`src/rtl/updown_reload_counter.sv`:
```
// updown_reload_counter: programmable up/down counter with one-shot or auto-reload mode and a terminal-count pulse.
// Define COUNTER_PRESCALE_EN to advance the count only once every PRESCALE enabled cycles.
module updown_reload_counter #(
    parameter int WIDTH    = 8,
    parameter int PRESCALE = 4
) (
    input  logic             clk,
    input  logic             reset_n,
    input  logic [WIDTH-1:0] count_to,
    input  logic             load,
    input  logic             count_en,
    input  logic             up_down,
    input  logic             auto_reload,
    output logic [WIDTH-1:0] count,
    output logic             done,
    output logic             tc_pulse,
    output logic             busy
);
    typedef enum logic [1:0] {IDLE, RUN, HOLD} state_t;
    state_t           r_state;
    logic [WIDTH-1:0] r_count, r_reload;
    logic             r_dir, r_mode, r_done, r_tc;
    logic             w_tick;
    logic [WIDTH-1:0] w_term, w_start, w_next;
`ifdef COUNTER_PRESCALE_EN
    localparam int PW = PRESCALE > 1 ? $clog2(PRESCALE) : 1;
    logic [PW-1:0] r_pre;
    logic          w_pre_wrap;
    assign w_pre_wrap = r_pre == PW'(PRESCALE - 1);
    assign w_tick     = r_state == RUN && count_en && w_pre_wrap;
    always_ff @(posedge clk or negedge reset_n) begin
        if (!reset_n)
            r_pre <= '0;
        else if (load)
            r_pre <= '0;
        else if (r_state == RUN && count_en)
            r_pre <= w_pre_wrap ? '0 : r_pre + PW'(1);
    end
`else
    assign w_tick = r_state == RUN && count_en && (PRESCALE > 0);
`endif
    assign w_term  = r_dir ? r_reload : '0;
    assign w_start = r_dir ? '0 : r_reload;
    // a step from the terminal value only happens in auto-reload, where it restarts the period
    assign w_next  = r_count == w_term ? w_start : (r_dir ? r_count + WIDTH'(1) : r_count - WIDTH'(1));
    always_ff @(posedge clk or negedge reset_n) begin
        if (!reset_n) begin
            r_state  <= IDLE;
            r_count  <= '0;
            r_reload <= '0;
            r_dir    <= 1'b0;
            r_mode   <= 1'b0;
            r_done   <= 1'b0;
            r_tc     <= 1'b0;
        end else begin
            r_tc <= 1'b0;
            if (load) begin
                r_reload <= count_to;
                r_dir    <= up_down;
                r_mode   <= auto_reload;
                if (count_to == '0) begin
                    r_state <= HOLD;
                    r_count <= '0;
                    r_done  <= 1'b1;
                    r_tc    <= 1'b1;
                end else begin
                    r_state <= RUN;
                    r_count <= up_down ? '0 : count_to;
                    r_done  <= 1'b0;
                end
            end else if (w_tick) begin
                r_count <= w_next;
                if (w_next == w_term) begin
                    r_tc <= 1'b1;
                    if (!r_mode) begin
                        r_state <= HOLD;
                        r_done  <= 1'b1;
                    end
                end
            end
        end
    end
    assign count    = r_count;
    assign done     = r_done;
    assign tc_pulse = r_tc;
    assign busy     = r_state == RUN;
endmodule
```
`config.mk`:
```
export PLATFORM = sky130hd
export DESIGN_NAME = updown_reload_counter
export DESIGN_NICKNAME = d
export VERILOG_FILES = /design/src/rtl/updown_reload_counter.sv
export SDC_FILE = /design/constraint.sdc
export NUM_CORES = 1
export LEC_CHECK = 0
export CORE_MARGIN = 5
export CORE_UTILIZATION = 59
export DETAILED_ROUTE_END_ITERATION = 10
export PLACE_DENSITY = 0.85
export SYNTH_ARGS = -nofsm -noshare
export SYNTH_HDL_FRONTEND = slang
export SYNTH_SLANG_ARGS = --single-unit
```
`constraint.sdc`:
```
create_clock -name clk -period 5.6 [get_ports clk]
set_input_delay 1.12 -clock clk [delete_from_list [all_inputs] [get_ports clk]]
set_output_delay 1.12 -clock clk [all_outputs]
set_load 0.02 [all_outputs]
```
# Yosys cells after proc, flatten, opt, wreduce, memory -nomap -nowiden
# Index checks and enable logic that the tools add are counted.
# totals
ff_bits,22
latchBits,0
mem_bits_rw,0
rom_bits,0
in_bits,14
memories,0
# classes
addsub,2
multipliers,0
div_mod_pow,0
magnitude_cmp,0
eq_ne,4
shifts,0
muxes,21
n_bitwise,0
reduce_logical,5
# ops
operator,count
8-bit 2-to-1 mux,8
8-bit == test,2
2-bit 2-to-1 mux,5
8-bit by 1-bit adder with 8-bit output (second input constant),1
8-bit logical NOT,1
1-bit 2-to-1 mux,8
8-bit by 1-bit subtractor with 8-bit output (second input constant),1
2-bit nonzero test,2
3-bit AND reduction,1
2-bit by 1-bit == test with 1-bit output (second input constant),1
2-bit inequality test (second input constant),1
1-bit logical AND,1

# Logic depth before layout (Yosys ltp)
# Gate-level depths: netlist of the first run.
# depth
depth_word,7
mapped_depth,14

# Worst setup path before layout of the first run
# Ideal clock, no wire load.
# synth_path
path_kind,flip-flop to flip-flop
from,reg r_dir
to,reg r_state[0]
setup_time_ps,119
arrival_time_ps,2910
setup_slack_ps,2571
stages_incl_launch_ff,15
n_path_buf,4
path_cell_list,dfrtp_1 buf_4 buf_6 buf_2 inv_1 buf_2 ha_1 a21o_1 a21oi_1 nand2_1 xor2_1 a211o_1 a221oi_2 o211ai_1 o21a_1
# synth_between
elab_chain_len,6
word_cells_on_any_way,8
# synth_rtl
element,line_no,text
"start, declared",22,"logic r_dir, r_mode, r_done, r_tc;"
"start signal, assigned",59,r_dir <= up_down;
8-bit 2-to-1 mux,42,assign w_term = r_dir ? r_reload : '0;
8-bit == test,45,assign w_next = r_count == w_term ? w_start : (r_dir ? r_count + WIDTH'(1) : r_count - WIDTH'(1));
8-bit 2-to-1 mux,45,
8-bit == test (*),73,if (w_next == w_term) begin
2-bit nonzero test (no line) (*),n/a,
3-bit AND reduction (no line) (*),n/a,
"end signal, assigned",48,r_state <= IDLE;
"end signal, assigned",62,r_state <= HOLD;
"end signal, assigned",76,r_state <= HOLD;
"end, declared",20,state_t r_state;
# Mark *: on every way between the ends. The rest lies on a longest branch, timed or not.
# A chain may end at the register's enable or synchronous reset.

# Worst setup path after layout of the first run
# layout_path
from,reg r_dir
to,"reg r_tc, in the netlist tc_pulse"
# layout_between
elab_chain_len,7
word_cells_on_any_way,9
# layout_rtl
element,line_no,text
8-bit 2-to-1 mux,42,
8-bit == test,45,
8-bit 2-to-1 mux,45,
8-bit == test (*),73,
1-bit 2-to-1 mux (*),73,
1-bit 2-to-1 mux (*),71,end else if (w_tick) begin
1-bit 2-to-1 mux (*),57,if (load) begin
"end signal, assigned",56,r_tc <= 1'b0;
"end signal, assigned",65,r_tc <= 1'b1;
"end signal, assigned",74,r_tc <= 1'b1;
"end, declared",22,
# Marked as above.

==> impl_metrics.csv, run 1 <==
group,metric,value,unit
clocking,cts_sinks,21,
placed_design,hpwl,3360,um
timing,fin_crit_sh,0.654,
critical_path,crit_chain,"inv_1, ha_1, a21o_1, a21oi_1, nand2_1, xor2_1, a211o_1, a221oi_2, o211ai_1, o31ai_2",
logic_synthesis,netlist_area,1840,um^2
power_and_ir_drop,power.density,264,nW/um^2
floorplan,top_level_ports,25,
logic_synthesis,synth_fa_ha_area_frac,0.0516,
critical_path,worst_path_largest_cell_delay,0.88,ns
critical_path,cp_num_buf_inv,1,
power_and_ir_drop,pwr-share-seq,0.369,
logic_synthesis,yosysUniqueCellTypes,63,
routing,ant_nets,0,
critical_path,cp-start-kind,"flop",
timing,hold_violations,0,
logic_synthesis,yosysSeqAreaShare,0.285,
run,cap_violations,0,
logic_synthesis,async_reset_ff_frac,1.00,
global_route,grt_use_total,0.219,
finish,layout_commonest_cell,"clkdlybuf4s50_1",
logic_synthesis,synthMuxAreaShare,0.0353,
finish,nNetsFinal,253,
placed_design,port_buffers,24,
critical_path,path_delay_family,"compound AO/OA/AOI/OAI gates",
floorplan,die_area,4340,um^2
critical_path,cp_data_required_time,5.80,ns
timing,finClkSkew,0.00295,ns
floorplan,start_util,0.609,
logic_synthesis,postSynthNetCount,236,
routing,route.vias.total,1696,
routing,first_pass_iters,4,
logic_synthesis,synth_top_family_by_area,"compound AO/OA/AOI/OAI gates",
global_route,grt_max_degree,32,
clocking,clock_path_buffers,2,
logic_synthesis,synthCells,215,
floorplan,die_y,65.9,um
timing,slew_viol_final,0,
finish,num_antenna_cells,0,
clocking,cts-root-buf,"clkbuf_4",
routing,viasPerCell,6.17,
global_route,grt_pass1_wl,7560,um
clocking,cts_buffers,3,
critical_path,path_max_fanout,27,
critical_path,crit_arrival,3.86,ns
clocking,clkLatencyLatePin,0.30,ns
routing,route.detailed.drc,0,
clocking,cts_htree_levels,1,
power_and_ir_drop,ir_worst_vdd,0.189,mV
floorplan,core.rowCount,20,
global_route,gr-total-overflow,0,
logic_synthesis,synth_compound_area_frac,0.297,
logic_synthesis,synth_edf_count,0,
placed_design,place_congestion,0.848,
routing,wl_per_cell,15.9,um
power_and_ir_drop,netSwitchingFraction,0.418,
critical_path,slowest_stage,"dfrtp_1",
timing,finalCriticalPeriod,3.66,ns
hold_path,holdCritPathClass,"reg2reg",
finish,drive_above_1_share,0.0909,
outcome,status,"finished clean",
timing,rsz0062_at_grt,"no",
logic_synthesis,synthFlopType,"dfrtp_1",
power_and_ir_drop,p_switching,230,uW
power_and_ir_drop,p_leak,0.830,nW
floorplan,die_x,65.9,um
clocking,post_cts.repair.setup_buffers,0,
logic_synthesis,synth-seq-cells,21,
clocking,cts-resized-gates,0,
critical_path,end_kind,"flop",
logic_synthesis,yosysWarningCount,0,
finish,fin_cells,275,
finish,most-common-layout-cells,"clkdlybuf4s50_1 (24), nand2_1 (22), dfrtp_1 (21)",
routing,drtIter0Drc,135,
global_route,antenna_found_initial,0,
logic_synthesis,synthSimpleGateAreaFrac,0.227,
logic_synthesis,synthXorXnorAreaFrac,0.0380,
clocking,clk_pin_slew,0.10,ns
finish,area_delta_synth_final,13.2,%
clocking,cts_tree,"built",
finish,nFillCells,252,
timing,worst_pin_slew,0.994,ns
routing,routed_wl,4380,um
power_and_ir_drop,pwr-share-clk,0.126,
timing,finalSetupViolations,0,
placed_design,place_inst,271,
logic_synthesis,avgSynthCellArea,8.57,um^2
critical_path,path_class,"reg2reg",
global_route,grt_pass1_vias,1603,
clocking,cts_hold_buf,0,
timing,fmax,273,MHz
timing,slew_headroom,0.335,
power_and_ir_drop,power.total,551,uW
power_and_ir_drop,p_int,321,uW
power_and_ir_drop,share_comb_of_total_power,0.505,
timing,setup_tns,0,ns
floorplan,core-area,3030,um^2
per-layer routing:
metal / GRT usage / wire length (um) / vias to the layer above / share of wire
li1: - / - / 838 / -
met1: 0.306 / 2010 / 792 / 0.46
met2: 0.357 / 2090 / 64 / 0.48
met3: 0.0204 / 264 / 2 / 0.060
met4: 0.0674 / 12 / 0 / 0.0027
met5: 0 / 0 / - / 0
per-stage QoR:
step / instance area (um^2) / hold WS [ns] / utilization / setup WS, ns
after floorplan: 1840 / 0.474 / - / 2.57
after global placement: 2060 / 0.515 / 0.680 / 2.10
after detailed placement: 2060 / 0.504 / 0.680 / 2.02
after CTS: 2090 / 0.529 / 0.689 / 2.00
after global routing: 2090 / 0.549 / 0.689 / 1.63
final: 2090 / 0.522 / 0.689 / 1.94
path summary, 6_finish.rpt:
check	end	start	slack [ns]	depth (start not counted)
min reg2reg	r_mode	r_mode	0.52	1
max reg2reg	tc_pulse	r_dir	1.94	10
max in group asynchronous	count[7]	reset_n	3.73	1
max	tc_pulse	r_dir	1.94	10
min	r_mode	r_mode	0.52	1
min in group asynchronous	r_reload[3]	reset_n	1.32	1
kinds of logic (layout without fill, tap and decap cells):
| family | Yosys count | after routing |
|---|---|---|
| AND/OR/NAND/NOR | 76 | 76 |
| AO/OA/AOI/OAI | 74 | 74 |
| buffers and inverters | 23 | 39 |
| flip-flops | 21 | 21 |
| XOR/XNOR | 8 | 8 |
| adder cells (fa/ha/maj) | 7 | 7 |
| multiplexers | 6 | 6 |
synth_stat cells (6+ instances only):
cell type	count	area (um^2)
nand2_1	22	82.6
nor2_1	10	37.5
inv_1	11	41.3
nor2b_1	8	50.1
xor2_1	6	52.6
o21ai_0	14	70.1
dfrtp_1	21	526
a21oi_1	14	70.1
o22ai_1	8	50.1
ha_1	6	75.1
final cells by class:
type / count / area (um^2) / area share
Clock buffer: 4 / 26.3 / 0.0126
Inverter: 11 / 41.3 / 0.0198
Multi-Input combinational cell: 171 / 1200 / 0.574
Sequential cell: 21 / 526 / 0.252
Tap cell: 44 / 55.1 / 0.0264
Timing Repair Buffer: 24 / 240 / 0.115
state kept, by name, indices dropped and copies added, names as in the netlist:
| name | count |
|---|---|
| r_state | 2 |
| r_dir | 1 |
| tc_pulse | 1 |
| count | 8 |
| r_mode | 1 |
| r_reload | 8 |
power groups by stage:
stage	sequential (mW)	clock (mW)	combinational, mW
detailed placement	0.205	0	0.275
global route	0.208	0.0802	0.310
CTS	0.202	0.0725	0.277
finish	0.203	0.0696	0.278
floorplan	0.201	0	0.208
global placement	0.205	0	0.270
No activity file was read; power rests on OpenSTA's default activity.
==> run 2, diff against run 1 <==
Settings changed: CORE_UTILIZATION 59 to 55, PLACE_DENSITY 0.85 to 0.8.
Clock period 5.6 ns to 3.82 ns, I/O delays scaled along.
==> run 2 against run 1 <==
Sequential share of layout area shrank 0.21 points. Global-route usage shrank 0.50 points. Core utilization shrank 4.8 points. Combinational power grew 49%. Critical path type unchanged. Critical endpoint unchanged. Fmax grew 27%. Non-clock buffer count grew 2. Flip-flop and latch count is the same. Count of clock-buffer cells in the layout is the same.
==> impl_metrics.csv, run 2 (synthesis results as in run 1) <==
group,metric,value,unit
run,cap_violations,0,
timing,slew_viol_final,0,
power_and_ir_drop,p_switching,340,uW
floorplan,core-area,3280,um^2
floorplan,die_y,67.9,um
routing,routed_wl,4460,um
global_route,gr-total-overflow,0,
clocking,cts-root-buf,"clkbuf_4",
timing,slew_headroom,0.389,
clocking,cts_sinks,21,
routing,first_pass_iters,5,
floorplan,die_area,4610,um^2
floorplan,top_level_ports,25,
finish,drive_above_1_share,0.0987,
global_route,grt_pass1_vias,1614,
global_route,grt_pass1_wl,7490,um
placed_design,place_congestion,0.914,
power_and_ir_drop,ir_worst_vdd,0.293,mV
outcome,status,"finished clean",
power_and_ir_drop,power.density,386,nW/um^2
power_and_ir_drop,pwr-share-clk,0.130,
clocking,clock_path_buffers,2,
power_and_ir_drop,p_int,472,uW
timing,fmax,346,MHz
finish,nNetsFinal,255,
critical_path,worstSetupStartpoint,"r_dir",
timing,hold_violations,0,
critical_path,cp-start-kind,"flop",
timing,setup_tns,0,ns
finish,num_antenna_cells,0,
routing,route.detailed.drc,0,
critical_path,r2r_slack,0.93,ns
clocking,cts-resized-gates,0,
clocking,post_cts.repair.setup_buffers,0,
critical_path,endpoint,"tc_pulse",
timing,fin_crit_sh,0.756,
power_and_ir_drop,share_comb_of_total_power,0.508,
floorplan,core.rowCount,21,
critical_path,path_class,"reg2reg",
floorplan,die_x,67.9,um
routing,drtIter0Drc,88,
power_and_ir_drop,power.total,812,uW
critical_path,cp_data_required_time,4.04,ns
global_route,grt_use_total,0.214,
critical_path,r2r-start,"r_dir",
clocking,clkLatencyLatePin,0.30,ns
clocking,cts_tree,"built",
placed_design,port_buffers,24,
critical_path,path_max_fanout,16,
routing,viasPerCell,6.22,
critical_path,worst_path_largest_cell_delay,0.39,ns
power_and_ir_drop,pwr-share-seq,0.362,
critical_path,crit_chain,"inv_1, ha_1, a21o_1, a21oi_1, nand2_1, xor2_1, a211o_1, a221oi_2, o211ai_1, o31ai_2",
clocking,clk_pin_slew,0.11,ns
timing,finalSetupViolations,0,
critical_path,crit_arrival,3.10,ns
hold_path,holdCritPathClass,"reg2reg",
critical_path,slowest_stage,"dfrtp_1",
timing,finalCriticalPeriod,2.89,ns
floorplan,start_util,0.561,
routing,ant_nets,0,
timing,finClkSkew,0.00484,ns
power_and_ir_drop,netSwitchingFraction,0.419,
critical_path,r2r_cells,10,
routing,route.vias.total,1734,
power_and_ir_drop,p_leak,0.839,nW
routing,wl_per_cell,16.0,um
clocking,cts_buffers,3,
finish,area_delta_synth_final,14.1,%
clocking,cts_hold_buf,0,
timing,worst_pin_slew,0.913,ns
critical_path,reg2reg_to,"tc_pulse",
global_route,antenna_found_initial,0,
timing,rsz0062_at_grt,"no",
global_route,grt_max_degree,32,
clocking,cts_htree_levels,1,
finish,most-common-layout-cells,"clkdlybuf4s50_1 (24), nand2_1 (22), dfrtp_1 (21)",
placed_design,hpwl,3450,um
finish,layout_commonest_cell,"clkdlybuf4s50_1",
critical_path,end_kind,"flop",
## run 2: critical path: cells and delay by family, from the launching register on
family | cells | cell delay, ns
compound gates | 6 | 1.39
xor+xnor | 1 | 0.18
fa+ha+maj | 1 | 0.38
buf+inv | 1 | 0.38
flops | 1 | 0.39
simple gates | 1 | 0.09
## run 2: how the worst min path moves through the flow
stage | start | end | slack (ns) | depth (start not counted)
6_report | r_mode | r_mode | 0.55 | 1
3_3_place_gp | r_mode | r_mode | 0.51 | 1
2_1_floorplan | reset_n | count[0] | 0.47 | 0
5_1_grt | r_mode | r_mode | 0.56 | 1
4_1_cts | r_mode | r_mode | 0.54 | 1
3_5_place_dp | r_mode | r_mode | 0.52 | 1
## run 2: cell type report
class,instances,area (um^2)
clock buffer,4,26.3
fill,296,1180
inverter,11,41.3
multi-input combinational,171,1200
sequential,21,526
tap,46,57.6
timing repair buffer,26,255
## run 2: per-stage QoR
stage	hold slack, ns	setup slack [ns]	std cells	cell area, um^2	utilization
CTS	0.544	0.930	279	2100	0.640
floorplan	0.468	0.791	215	1840	-
detailed placement	0.519	0.907	275	2080	0.632
finish	0.545	0.933	279	2100	0.640
global placement	0.512	0.928	275	2080	0.632
global route	0.564	0.711	279	2100	0.640
## run 2: metal layers
layer	up-vias	track usage	wire, um
met2	80	0.363	2180
li1	842	-	-
met5	-	0	0
met1	805	0.287	1920
met3	7	0.0131	318
met4	0	0.0794	48
## run 2: power groups by stage
stage,Combinational [mW],Sequential (mW),Clock [mW]
after floorplan,0.305,0.294,0
after global placement,0.405,0.296,0
after detailed placement,0.409,0.297,0
after CTS,0.412,0.293,0.108
after global routing,0.454,0.299,0.118
final,0.413,0.294,0.106
==> run 3, diff against run 2 <==
Clock period 3.82 ns to 2.8 ns, I/O delays scaled along.
==> run 3 against run 2 <==
Design area up 7.0%. Fmax rose by 8.8%. Power increased by 48%. Critical endpoint is now r_state[0]. Combinational power up 61%. Routed wire length up 6.4%. Hold slack worse by 0.031 ns. Largest cell class unchanged. Sequential power grew 32%. Setup slack got worse by 0.79 ns.
==> impl_metrics.csv, run 3 (synthesis results as in run 1) <==
group,metric,value,unit
outcome,status,"finished clean",
power_and_ir_drop,ir_worst_vdd,0.287,mV
routing,ant_nets,0,
run,cap_violations,0,
timing,finClkSkew,0.00137,ns
global_route,grt_pass1_wl,7810,um
finish,fin_cells,288,
floorplan,core.rowCount,21,
floorplan,core-area,3280,um^2
timing,slew_headroom,0.747,
clocking,clk_pin_slew,0.12,ns
finish,final_util,0.685,
critical_path,crit_chain,"inv_4, ha_4, nor2b_1, a221o_1, a211oi_4, nand2_1, o21ai_2, a221oi_2, or3_1, o21a_1",
critical_path,cp_data_required_time,3.02,ns
timing,finalCriticalPeriod,2.65,ns
routing,route.detailed.drc,0,
critical_path,r2r_cells,10,
critical_path,worstSetupStartpoint,"r_dir",
clocking,cts_tree,"built",
critical_path,worst_path_largest_cell_delay,0.45,ns
global_route,grt_max_degree,31,
floorplan,top_level_ports,25,
placed_design,port_buffers,24,
critical_path,crit_arrival,2.87,ns
clocking,cts-root-buf,"clkbuf_4",
finish,layout_commonest_cell,"clkdlybuf4s50_1",
clocking,cts_sinks,21,
finish,nNetsFinal,264,
placed_design,place_inst,284,
global_route,grt_use_total,0.228,
floorplan,die_area,4610,um^2
hold_path,holdCritPathClass,"reg2reg",
clocking,cts_htree_levels,1,
routing,drtIter0Drc,75,
timing,slew_viol_final,0,
critical_path,cp-start-kind,"flop",
critical_path,path_class,"reg2reg",
placed_design,hpwl,3570,um
critical_path,endpoint,"r_state[0]",
placed_design,place_congestion,0.971,
power_and_ir_drop,power.density,534,nW/um^2
clocking,cts_buffers,3,
global_route,grt_pass1_vias,1624,
finish,drive_above_1_share,0.174,
routing,routed_wl,4750,um
routing,viasPerCell,6.11,
finish,num_antenna_cells,0,
global_route,antenna_found_initial,0,
floorplan,start_util,0.561,
critical_path,r2r_slack,0.15,ns
power_and_ir_drop,p_leak,0.892,nW
timing,finalSetupViolations,0,
clocking,post_cts.repair.setup_buffers,0,
critical_path,r2r-start,"r_dir",
clocking,clkLatencyLatePin,0.31,ns
critical_path,slowest_stage,"dfrtp_1",
timing,worst_pin_slew,0.379,ns
timing,rsz0062_at_grt,"no",
routing,route.vias.total,1760,
global_route,gr-total-overflow,0,
finish,most-common-layout-cells,"clkdlybuf4s50_1 (24), nand2_1 (22), dfrtp_1 (21)",
timing,hold_violations,0,
floorplan,die_x,67.9,um
critical_path,path_max_fanout,9,
critical_path,end_kind,"flop",
routing,first_pass_iters,4,
critical_path,reg2reg_to,"r_state[0]",
floorplan,die_y,67.9,um
timing,fin_crit_sh,0.948,
hold_path,min_path_cells,1,
routing,wl_per_cell,16.5,um
finish,area_delta_synth_final,22.1,%
clocking,clock_path_buffers,2,
timing,fmax,377,MHz
## run 3: cell count changes in the layout (fill, tap and decap cells not counted), sizes merged
cell    before  now
buf          2   11
clkbuf       4    3
clkinv       0    1
## run 3: area by class of cell
cell class              count  area, um^2
well taps                  46        57.6
repair buffers             35         323
multi-input cells         171        1270
fillers                   271        1030
inverters                  11        43.8
clock inverters             1        5.00
flip-flops and latches     21         526
clock buffers               3        22.5
## run 3: timing repair
action                                  4_1_cts  5_1_grt
hold buffers                                  0        0
endpoints found under the setup margin        0        2
gates resized for setup                       0        2
## run 3: worst max-delay path: cells and delay by family (launching register included)
family	cells	cell delay (ns)
buffers and inverters	1	0.17
AND/OR/NAND/NOR	3	0.65
AO/OA/AOI/OAI	5	1.04
adder cells (fa/ha/maj)	1	0.24
flip-flops	1	0.45
## run 3: where the power goes
group / internal, mW / switching (mW) / total (mW)
clock: 0.0535 / 0.0966 / 0.150
sequential: 0.335 / 0.0527 / 0.388
combinational: 0.306 / 0.358 / 0.663
total: 0.694 / 0.507 / 1.20
## run 3: worst min path at each step
stage                  from       end
finish               r_mode    r_mode
global route         r_mode    r_mode
CTS                  r_mode    r_mode
detailed placement   r_mode    r_mode
global placement     r_mode    r_mode
floorplan           reset_n  count[0]
## run 3: per-stage QoR
| stage | worst slack (ns) | hold slack, ns | power [mW] | instance area, um^2 | setup TNS (ns) |
|---|---|---|---|---|---|
| floorplan | -0.0746 | 0.264 | 0.853 | 1930 | -0.0746 |
| global placement | 0.231 | 0.500 | 1.02 | 2210 | 0 |
| detailed placement | 0.153 | 0.490 | 1.03 | 2210 | 0 |
| CTS | 0.130 | 0.518 | 1.18 | 2240 | 0 |
| global route | 0.0120 | 0.541 | 1.29 | 2250 | 0 |
| finish | 0.146 | 0.515 | 1.20 | 2250 | 0 |
## run 3: per-layer routing
metal | GRT usage | part of all wire | vias to the layer above
met5 | 0 | 0 | -
met4 | 0.0868 | 0.015 | 0
met3 | 0.0230 | 0.056 | 7
met2 | 0.369 | 0.46 | 66
met1 | 0.315 | 0.46 | 834
li1 | - | - | 853
